File: src/rtl/pat_count_pkg.sv
// Shared types and constants for the pattern-count engine.
// Optional crossing-window count is enabled with macro PAT_COUNT_CROSS_EN.
package pat_count_pkg;

  typedef enum logic [2:0] {
    S_IDLE,
    S_LDPAT,
    S_SCAN,
    S_WR_CTB,
    S_WR_CTO,
    S_WR_CTS,
    S_DONE
  } state_t;

  localparam int DEF_NUM_BYTES = 32;
  localparam int DEF_PAT_ADDR  = 32;
  localparam int DEF_RES_BASE  = 33;
  localparam int CNT_W         = 8;

endpackage

File: src/rtl/pat_match4.sv
// Counts how many of the four 5-bit windows [4:0], [5:1], [6:2], [7:3]
// of an 8-bit field equal the 5-bit pattern (result 0..4).
module pat_match4 (
  input  logic [7:0] field,
  input  logic [4:0] pat,
  output logic [2:0] count
);

  assign count = 3'(field[4:0] == pat) + 3'(field[5:1] == pat) +
                 3'(field[6:2] == pat) + 3'(field[7:3] == pat);

endmodule

File: src/rtl/pat_count_engine.sv
// Pattern-count engine: loads a 5-bit pattern from data memory, scans the
// string bytes one per cycle, then writes the in-byte window count (ctb),
// the count of bytes with any match (cto) and, when PAT_COUNT_CROSS_EN is
// defined, the bitstream window count including byte crossings (cts).
// Without PAT_COUNT_CROSS_EN the cts logic and its write state are absent.
module pat_count_engine
  import pat_count_pkg::*;
#(
  parameter int NUM_BYTES = DEF_NUM_BYTES,
  parameter int PAT_ADDR  = DEF_PAT_ADDR,
  parameter int RES_BASE  = DEF_RES_BASE
) (
  input  logic       clk,
  input  logic       reset,
  input  logic       req,
  output logic       done,
  output logic [7:0] mem_addr,
  input  logic [7:0] mem_rd_data,
  output logic       mem_wr_en,
  output logic [7:0] mem_wr_data
);

  localparam logic [7:0] LAST_IDX = 8'(NUM_BYTES - 1);

  state_t           state, next_state;
  logic [4:0]       pat;
  logic [7:0]       idx;
  logic [CNT_W-1:0] ctb, cto;
  logic [2:0]       in_cnt;

  pat_match4 u_in_match (
    .field (mem_rd_data),
    .pat   (pat),
    .count (in_cnt)
  );

`ifdef PAT_COUNT_CROSS_EN
  logic [CNT_W-1:0] cts;
  logic [3:0]       prev_low;
  logic [2:0]       cross_cnt;
  logic [2:0]       cross_eff;

  pat_match4 u_cross_match (
    .field ({prev_low, mem_rd_data[7:4]}),
    .pat   (pat),
    .count (cross_cnt)
  );

  // Byte 0 has no predecessor, so its crossing windows do not exist.
  assign cross_eff = (idx == 8'd0) ? 3'd0 : cross_cnt;
`endif

  // State register.
  always_ff @(posedge clk or negedge reset) begin
    if (!reset) state <= S_IDLE;
    else        state <= next_state;
  end

  // Next-state sequencing; req only matters when idle or finished.
  always_comb begin
    next_state = state;
    case (state)
      S_IDLE, S_DONE: if (req) next_state = S_LDPAT;
      S_LDPAT:        next_state = S_SCAN;
      S_SCAN:         if (idx == LAST_IDX) next_state = S_WR_CTB;
      S_WR_CTB:       next_state = S_WR_CTO;
`ifdef PAT_COUNT_CROSS_EN
      S_WR_CTO:       next_state = S_WR_CTS;
      S_WR_CTS:       next_state = S_DONE;
`else
      S_WR_CTO:       next_state = S_DONE;
`endif
      default:        next_state = S_IDLE;
    endcase
  end

  // Datapath: clear on run start, latch pattern, accumulate while scanning.
  always_ff @(posedge clk or negedge reset) begin
    if (!reset) begin
      pat <= '0;
      idx <= '0;
      ctb <= '0;
      cto <= '0;
`ifdef PAT_COUNT_CROSS_EN
      cts      <= '0;
      prev_low <= '0;
`endif
    end else begin
      case (state)
        S_IDLE, S_DONE: begin
          if (req) begin
            idx <= '0;
            ctb <= '0;
            cto <= '0;
`ifdef PAT_COUNT_CROSS_EN
            cts      <= '0;
            prev_low <= '0;
`endif
          end
        end
        S_LDPAT: begin
          pat <= mem_rd_data[7:3];
          idx <= '0;
        end
        S_SCAN: begin
          ctb <= ctb + CNT_W'(in_cnt);
          if (in_cnt != 3'd0) cto <= cto + CNT_W'(1);
`ifdef PAT_COUNT_CROSS_EN
          cts      <= cts + CNT_W'(in_cnt) + CNT_W'(cross_eff);
          prev_low <= mem_rd_data[3:0];
`endif
          idx <= idx + 8'd1;
        end
        default: ;
      endcase
    end
  end

  // Memory interface and status outputs decoded from the current state.
  always_comb begin
    mem_addr    = 8'd0;
    mem_wr_en   = 1'b0;
    mem_wr_data = 8'd0;
    done        = 1'b0;
    case (state)
      S_LDPAT: mem_addr = 8'(PAT_ADDR);
      S_SCAN:  mem_addr = idx;
      S_WR_CTB: begin
        mem_addr    = 8'(RES_BASE);
        mem_wr_en   = 1'b1;
        mem_wr_data = ctb;
      end
      S_WR_CTO: begin
        mem_addr    = 8'(RES_BASE + 1);
        mem_wr_en   = 1'b1;
        mem_wr_data = cto;
      end
`ifdef PAT_COUNT_CROSS_EN
      S_WR_CTS: begin
        mem_addr    = 8'(RES_BASE + 2);
        mem_wr_en   = 1'b1;
        mem_wr_data = cts;
      end
`endif
      S_DONE:  done = 1'b1;
      default: ;
    endcase
  end

endmodule

File: config.mk
export PLATFORM = sky130hd
export DESIGN_NAME = pat_count_engine
export DESIGN_NICKNAME = d
export VERILOG_FILES = /design/src/rtl/pat_count_pkg.sv /design/src/rtl/pat_match4.sv /design/src/rtl/pat_count_engine.sv
export SDC_FILE = /design/constraint.sdc
export NUM_CORES = 1
export LEC_CHECK = 0
export BUFFER_PORTS_ARGS = -buffer_cell sky130_fd_sc_hd__buf_2
export CORE_MARGIN = 5
export CORE_UTILIZATION = 30
export CTS_CLUSTER_DIAMETER = 120
export DETAILED_ROUTE_END_ITERATION = 10
export PLACE_DENSITY = 0.51
export SYNTH_ARGS = -nofsm -noshare
export SYNTH_HDL_FRONTEND = slang
export SYNTH_SLANG_ARGS = --single-unit
export TNS_END_PERCENT = 100
File: constraint.sdc
create_clock -name clk -period 3.87 [get_ports clk]
set_input_delay 0.774 -clock clk [delete_from_list [all_inputs] [get_ports clk]]
set_output_delay 0.774 -clock clk [all_outputs]
set_load 0.005 [all_outputs]
==> out/results.txt, run 1 <==
Synth unique cells - 45
Worst Path Max Fanout - 6
Post-Syn Area - 2150 sq um
CP Launch Type - input port
Synthesis-to-finish area growth - 14.6%
Die Y - 94.6 um
Top_reg_cell synth - dfrtp_1
Synthesized net count - 256
# DRC - 0
Power per cell area - 645 nW/um^2
Relative slew slack - 0.468
Via/cell ratio - 5.08
Synth Register Bits - 32
1st-iter DRT viols - 85
Total wire length - 5110 um
Final setup fails - 0
ANT cells - 0
Post-Place Cell Area - 2330 sq um
Synth top area share - 0.373
DRT Pass-1 Iters - 4
Synth async-reset ratio - 1.00
Slowest stage delay, CP - 0.48 ns
RSZ-0062 raised after global routing - false
# H-tree levels - 2
Most common cell on crit path - ha_1
Met3 GRT Util - 0.0343
Clock skew - 0.00682 ns
CTS tree - built
Die area - 8940 sq um
NumNets Final - 275
DPL Wire Length - 3590 um
Number of synthesized flops with an enable pin - 0
Fin Hold WS - 0.514 ns
Placed cells - 344
CP Cell Sequence - buf_2 > xnor2_1 > nand3_1 > nor3_1 > ha_1 > fa_1 > ha_1 > ha_1 > a21o_1 > a21oi_1 > or4_1 > nand3_1
Post-Syn Instances - 236
Post-route insts no fill - 352
Max_cap viols - 0
Grt peak-use layer - met2
Crit. End Element - flop
Post-CTS setup buffer count - 0
Pin count of the biggest net entering global routing - 33
Share of layout cells above drive strength 1 - 0.172
Final hold violation count - 0
CTS Root Cell - clkbuf_8
Yosys top cell by area - dfrtp_1
M2 GR Usage - 0.183
Data required time at the worst endpoint - 4.10 ns
Clock Tree Buf Depth - 2
Clk sinks - 32
CTS buffer count - 5
Worst EP arrival - 3.46 ns
Outcome - complete, no violations
Crit-path slowest cell - or4_1
Syn Area/Cell - 9.09 sq um
Tmin final - 3.23 ns
Hold Path Class - flop to flop
Die X - 94.6 um
Antenna Violating Nets Remaining - 0
Placeable core area - 6870 sq um
Grt total ovfl - 0
Worst-skew pair later-pin latency - 0.29 ns
Row count - 30
Worst-path clk slew - 0.07 ns
Cts hold-fix bufs - 0
Setup TNS Final - 0 ns
Register area share after synthesis - 0.373
Setup WS pre-CTS - 0.312 ns
Yosys warning count - 0
CP Class - input port to flop
Met1 Track Usage GR - 0.170
Top cells by area, synth - dfrtp_1 37%, xnor2_1 4.9%, a22o_1 4.5%
GP Congestion - 0.814
P_leak - 1.14 nW
List of most frequent post-synthesis cells - 32 x dfrtp_1, 19 x nand2_1, 16 x o21ai_0
First-pass GRT wire length - 8440 um
Vias in the first global route - 1690
Core Util, Final - 0.358
Setup slack after layout - 0.635 ns
Max-slew violation count - 0
Vias - 1788
DR WL/cell - 14.5 um
Quantity of I/O buffers inserted on ports - 28
Period utilization - 0.836
Slew @ Worst Pin - 0.799 ns
Most instantiated library cell after synthesis - dfrtp_1
Initial antenna violation count - 0
Max IR drop VDD - 0.228 mV
Overall Power - 1.59 mW
PostCTS Resize Cnt - 0
# IOs - 29
Fmax - 309 MHz
Fin area - 2460 sq um
Starting Density - 0.312
Gr usage total - 0.121
[path summary, 6_finish.rpt]
kind	startpoint	endpoint	slack [ns]	depth (start not counted)
worst max-delay path	mem_rd_data[4]	ctb[7]$_DFFE_PN0P_	0.64	12
worst min-delay path	idx[7]$_DFFE_PN0P_	idx[7]$_DFFE_PN0P_	0.51	1
worst max register to register	pat[0]$_DFFE_PN0P_	ctb[7]$_DFFE_PN0P_	0.78	11
worst min register to register	idx[7]$_DFFE_PN0P_	idx[7]$_DFFE_PN0P_	0.51	1
max in group asynchronous	reset	pat[2]$_DFFE_PN0P_	2.82	1
min in group asynchronous	reset	cto[6]$_DFFE_PN0P_	0.56	1
[sequential cells by signal, indices dropped and copies added, names as in the netlist]
| register | cells |
|---|---|
| pat | 5 |
| state | 3 |
| ctb | 8 |
| cto | 8 |
| idx | 8 |
[power breakdown]
part	internal, mW	switching, mW
Combinational	0.287	0.400
Clock	0.227	0.128
Sequential	0.405	0.140
[cells by family after synthesis]
kind of cell | synth area share
DFF | 0.373
muxes | 0.0309
and+or+nand+nor | 0.190
AOI/OAI and AO/OA | 0.211
xor gates and xnor gates | 0.0857
adders and majority gates | 0.0595
buffers and inverters | 0.0501
[metal layers]
layer | part of all wire | vias to the layer above
met1 | 0.51 | 861
met5 | 0 | -
met3 | 0.038 | 4
met4 | 0.010 | 0
li1 | - | 892
met2 | 0.44 | 31
[cells in the final DEF, fill, tap and decap left out, drive strengths merged, types with 5 or more instances in the layout]
cell	instances
and2	6
clkbuf	7
a21oi	8
and3	5
mux2	5
xor2	9
a22o	11
nor3	9
xnor2	12
inv	5
o21ai	16
a31oi	5
nor2	13
dfrtp	32
nand3	9
o31ai	7
a21o	7
ha	7
buf	30
nand2	19
[critical path, delay by kind of cell]
| kind | cells | cell delay, ns |
|---|---|---|
| adders and majority gates | 4 | 1.28 |
| AOI/OAI and AO/OA | 2 | 0.22 |
| and+or+nand+nor | 4 | 0.86 |
| buffers and inverters | 1 | 0.14 |
| xor gates and xnor gates | 1 | 0.17 |
[final cells by class]
cell class / instances / area (sq um)
fillers: 715 / 4410
multi-input cells: 181 / 1240
flip-flops and latches: 32 / 801
repair buffers: 30 / 155
well taps: 96 / 120
clock buffers: 7 / 96.3
clock inverters: 1 / 30.0
inverters: 5 / 18.8
(Power assumes the default switching activity.)
==> run 2: changes to the inputs <==
--- a/config.mk
+++ b/config.mk
@@ -5,6 +5,7 @@
 export SDC_FILE = /design/constraint.sdc
 export NUM_CORES = 1
 export LEC_CHECK = 0
+export ABC_AREA = 1
 export BUFFER_PORTS_ARGS = -buffer_cell sky130_fd_sc_hd__buf_2
 export CORE_MARGIN = 5
 export CORE_UTILIZATION = 30
==> constraint.sdc (replaced) <==
create_clock -name clk -period 3.2 [get_ports clk]
set_input_delay 0.64 -clock clk [delete_from_list [all_inputs] [get_ports clk]]
set_output_delay 0.64 -clock clk [all_outputs]
set_load 0.005 [all_outputs]
==> run 2 against run 1 <==
Flip-flop and latch count did not move. Sequential share of layout area decreased by 1.9 points. Synthesized area rose by 3.0%. Total power increased by 12%. Die area increased by 2.7%.
==> out/results.txt, run 2 <==
Biggest regs - ctb (8), cto (8), idx (8)
CP Launch Type - input port
Power per cell area - 682 nW/um^2
Top cells by area, synth - dfrtp_1 36%, nand2_1 16%, nand3_1 6.6%
Total wire length - 5330 um
Worst Path Max Fanout - 3
Synth Register Bits - 32
Antenna Violating Nets Remaining - 0
CTS Root Cell - clkbuf_8
Number of synthesized flops with an enable pin - 0
CP bufs+invs - 3
Worst-skew pair later-pin latency - 0.28 ns
NumNets Final - 369
Relative slew slack - 0.479
Vias in the first global route - 2020
Synthesized net count - 333
Max-slew violation count - 0
Synth async-reset ratio - 1.00
First-pass GRT wire length - 9320 um
Die Y - 95.8 um
Worst EP arrival - 3.23 ns
Initial antenna violation count - 0
Largest delay contributor family on the critical path - adder cells
List of most frequent post-synthesis cells - 94 x nand2_1, 37 x inv_1, 32 x dfrtp_1
Post-Syn Instances - 313
GP Congestion - 0.785
Hold Path Class - input port to asynchronous set/reset pin
Clock Tree Buf Depth - 2
# DRC - 0
Post-Syn Area - 2210 sq um
Cts hold-fix bufs - 0
Final setup fails - 0
Filler cell count - 807
Crit-path slowest cell - fa_1
Fin Hold WS - 0.436 ns
Die area - 9190 sq um
Share of layout cells above drive strength 1 - 0.197
Data required time at the worst endpoint - 3.41 ns
Area of the multi-input gates - 1210 sq um
DRT Pass-1 Iters - 4
Grt total ovfl - 0
DPL Wire Length - 3920 um
P_leak - 1.30 nW
Starting Density - 0.306
Via/cell ratio - 4.51
Register area - 801 sq um
Gr usage total - 0.126
CP Cell Sequence - buf_2 > or2_2 > a21oi_2 > nand2_1 > nor3_2 > ha_1 > fa_1 > ha_1 > inv_1 > fa_1 > inv_1 > nand2_1 > nand2_2 > nand2_1 > nor2_1 > a21oi_1 > nor2_1
Synth unique cells - 29
Fmax - 332 MHz
Yosys top cell by area - dfrtp_1
RSZ-0062 raised after global routing - true
Synth top area share - 0.362
Worst-path clk slew - 0.07 ns
Tmin final - 3.01 ns
Setup TNS Final - 0 ns
Quantity of I/O buffers inserted on ports - 28
ANT cells - 0
Clk sinks - 32
CP Class - input port to flop
Outcome - complete, no violations
Yosys warning count - 0
Vias - 2023
Slowest stage delay, CP - 0.37 ns
1st-iter DRT viols - 104
CTS tree - built
Leading cell type in the layout, fill and taps excluded - nand2_1
Placeable core area - 7210 sq um
Row count - 31
CTS buffer count - 5
Pin count of the biggest net entering global routing - 33
Most common cell on crit path - nand2_1
Worst reg2reg setup slack - 0.23 ns
Final hold violation count - 0
Most instantiated library cell after synthesis - nand2_1
Top_reg_cell synth - dfrtp_1
Most frequent cells in the layout - 93 x nand2_1, 37 x inv_1, 32 x dfrtp_1, 28 x nand3_1, 28 x buf_2
DR WL/cell - 11.9 um
Syn Area/Cell - 7.06 sq um
Die X - 95.8 um
Max_cap viols - 0
# IOs - 29
Clock skew - 0.00430 ns
# H-tree levels - 2
Period utilization - 0.942
Crit. End Element - flop
Register area share after synthesis - 0.362
Max IR drop VDD - 0.265 mV
Synthesis-to-finish area growth - 18.2%
Slew @ Worst Pin - 0.781 ns
[run 2: cells by family (layout without fill, tap and decap cells)]
family,count (synthesis),in the layout,share of synthesized area
flops,32,32,0.362
fa+ha+maj,9,9,0.0577
simple gates,166,166,0.325
compound gates,38,38,0.0934
xor+xnor,13,13,0.0515
buf+inv,53,90,0.100
mux,2,2,0.0102
[run 2: per-stage QoR]
stage | total power, mW | std cells | cell area [sq um] | setup WS, ns | util
6_report | 1.78 | 449 | 2610 | 0.186 | 0.362
2_1_floorplan | 1.22 | 313 | 2210 | 0.0719 | -
3_5_place_dp | 1.44 | 440 | 2490 | -0.230 | 0.345
4_1_cts | 1.78 | 448 | 2580 | 0.0605 | 0.358
3_3_place_gp | 1.44 | 440 | 2490 | -0.140 | 0.345
5_1_grt | 1.94 | 449 | 2610 | -0.00725 | 0.362
[run 2: power by group]
part / switching, mW / total (mW) / internal (mW)
clock: 0.153 / 0.329 / 0.176
combinational: 0.535 / 0.849 / 0.314
sequential: 0.114 / 0.604 / 0.490
[run 2: routing by layer]
| layer | track usage | routed length (um) | vias up |
|---|---|---|---|
| met5 | 0 | 0 | - |
| met4 | 0.0213 | 28 | 0 |
| met3 | 0.0305 | 242 | 4 |
| met2 | 0.207 | 2400 | 38 |
| met1 | 0.171 | 2660 | 912 |
| li1 | - | - | 1069 |
[run 2: cell type report]
class | instances | area share
Sequential cell | 32 | 0.307
Inverter | 44 | 0.0651
Multi-Input combinational cell | 228 | 0.464
Clock buffer | 8 | 0.0345
Timing Repair Buffer | 38 | 0.0824
Tap cell | 99 | 0.0474
[run 2: worst reg2reg max path: cells and delay by family (launching register included)]
kind,cells,cell delay [ns]
fa+ha+maj,4,1.33
simple gates,8,0.84
flops,1,0.42
buf+inv,3,0.25
compound gates,1,0.07
[run 2: path summary, 6_finish.rpt]
kind | endpoint | startpoint | cells past startpoint
max in group asynchronous | state[1]$_DFFE_PN0P_ | reset | 1
setup reg to reg | ctb[6]$_DFFE_PN0P_ | pat[1]$_DFFE_PN0P_ | 16
setup / recovery | ctb[6]$_DFFE_PN0P_ | mem_rd_data[0] | 17
hold / removal | cto[1]$_DFFE_PN0P_ | reset | 1
min in group clk | ctb[7]$_DFFE_PN0P_ | ctb[7]$_DFFE_PN0P_ | 2
hold reg to reg | ctb[7]$_DFFE_PN0P_ | ctb[7]$_DFFE_PN0P_ | 2
[run 2: repair_timing]
item	4_1_cts	5_1_grt
endpoints found under the hold margin	0	0
gates resized for setup	0	6
setup buffers	0	1
endpoints found under the setup margin	0	5
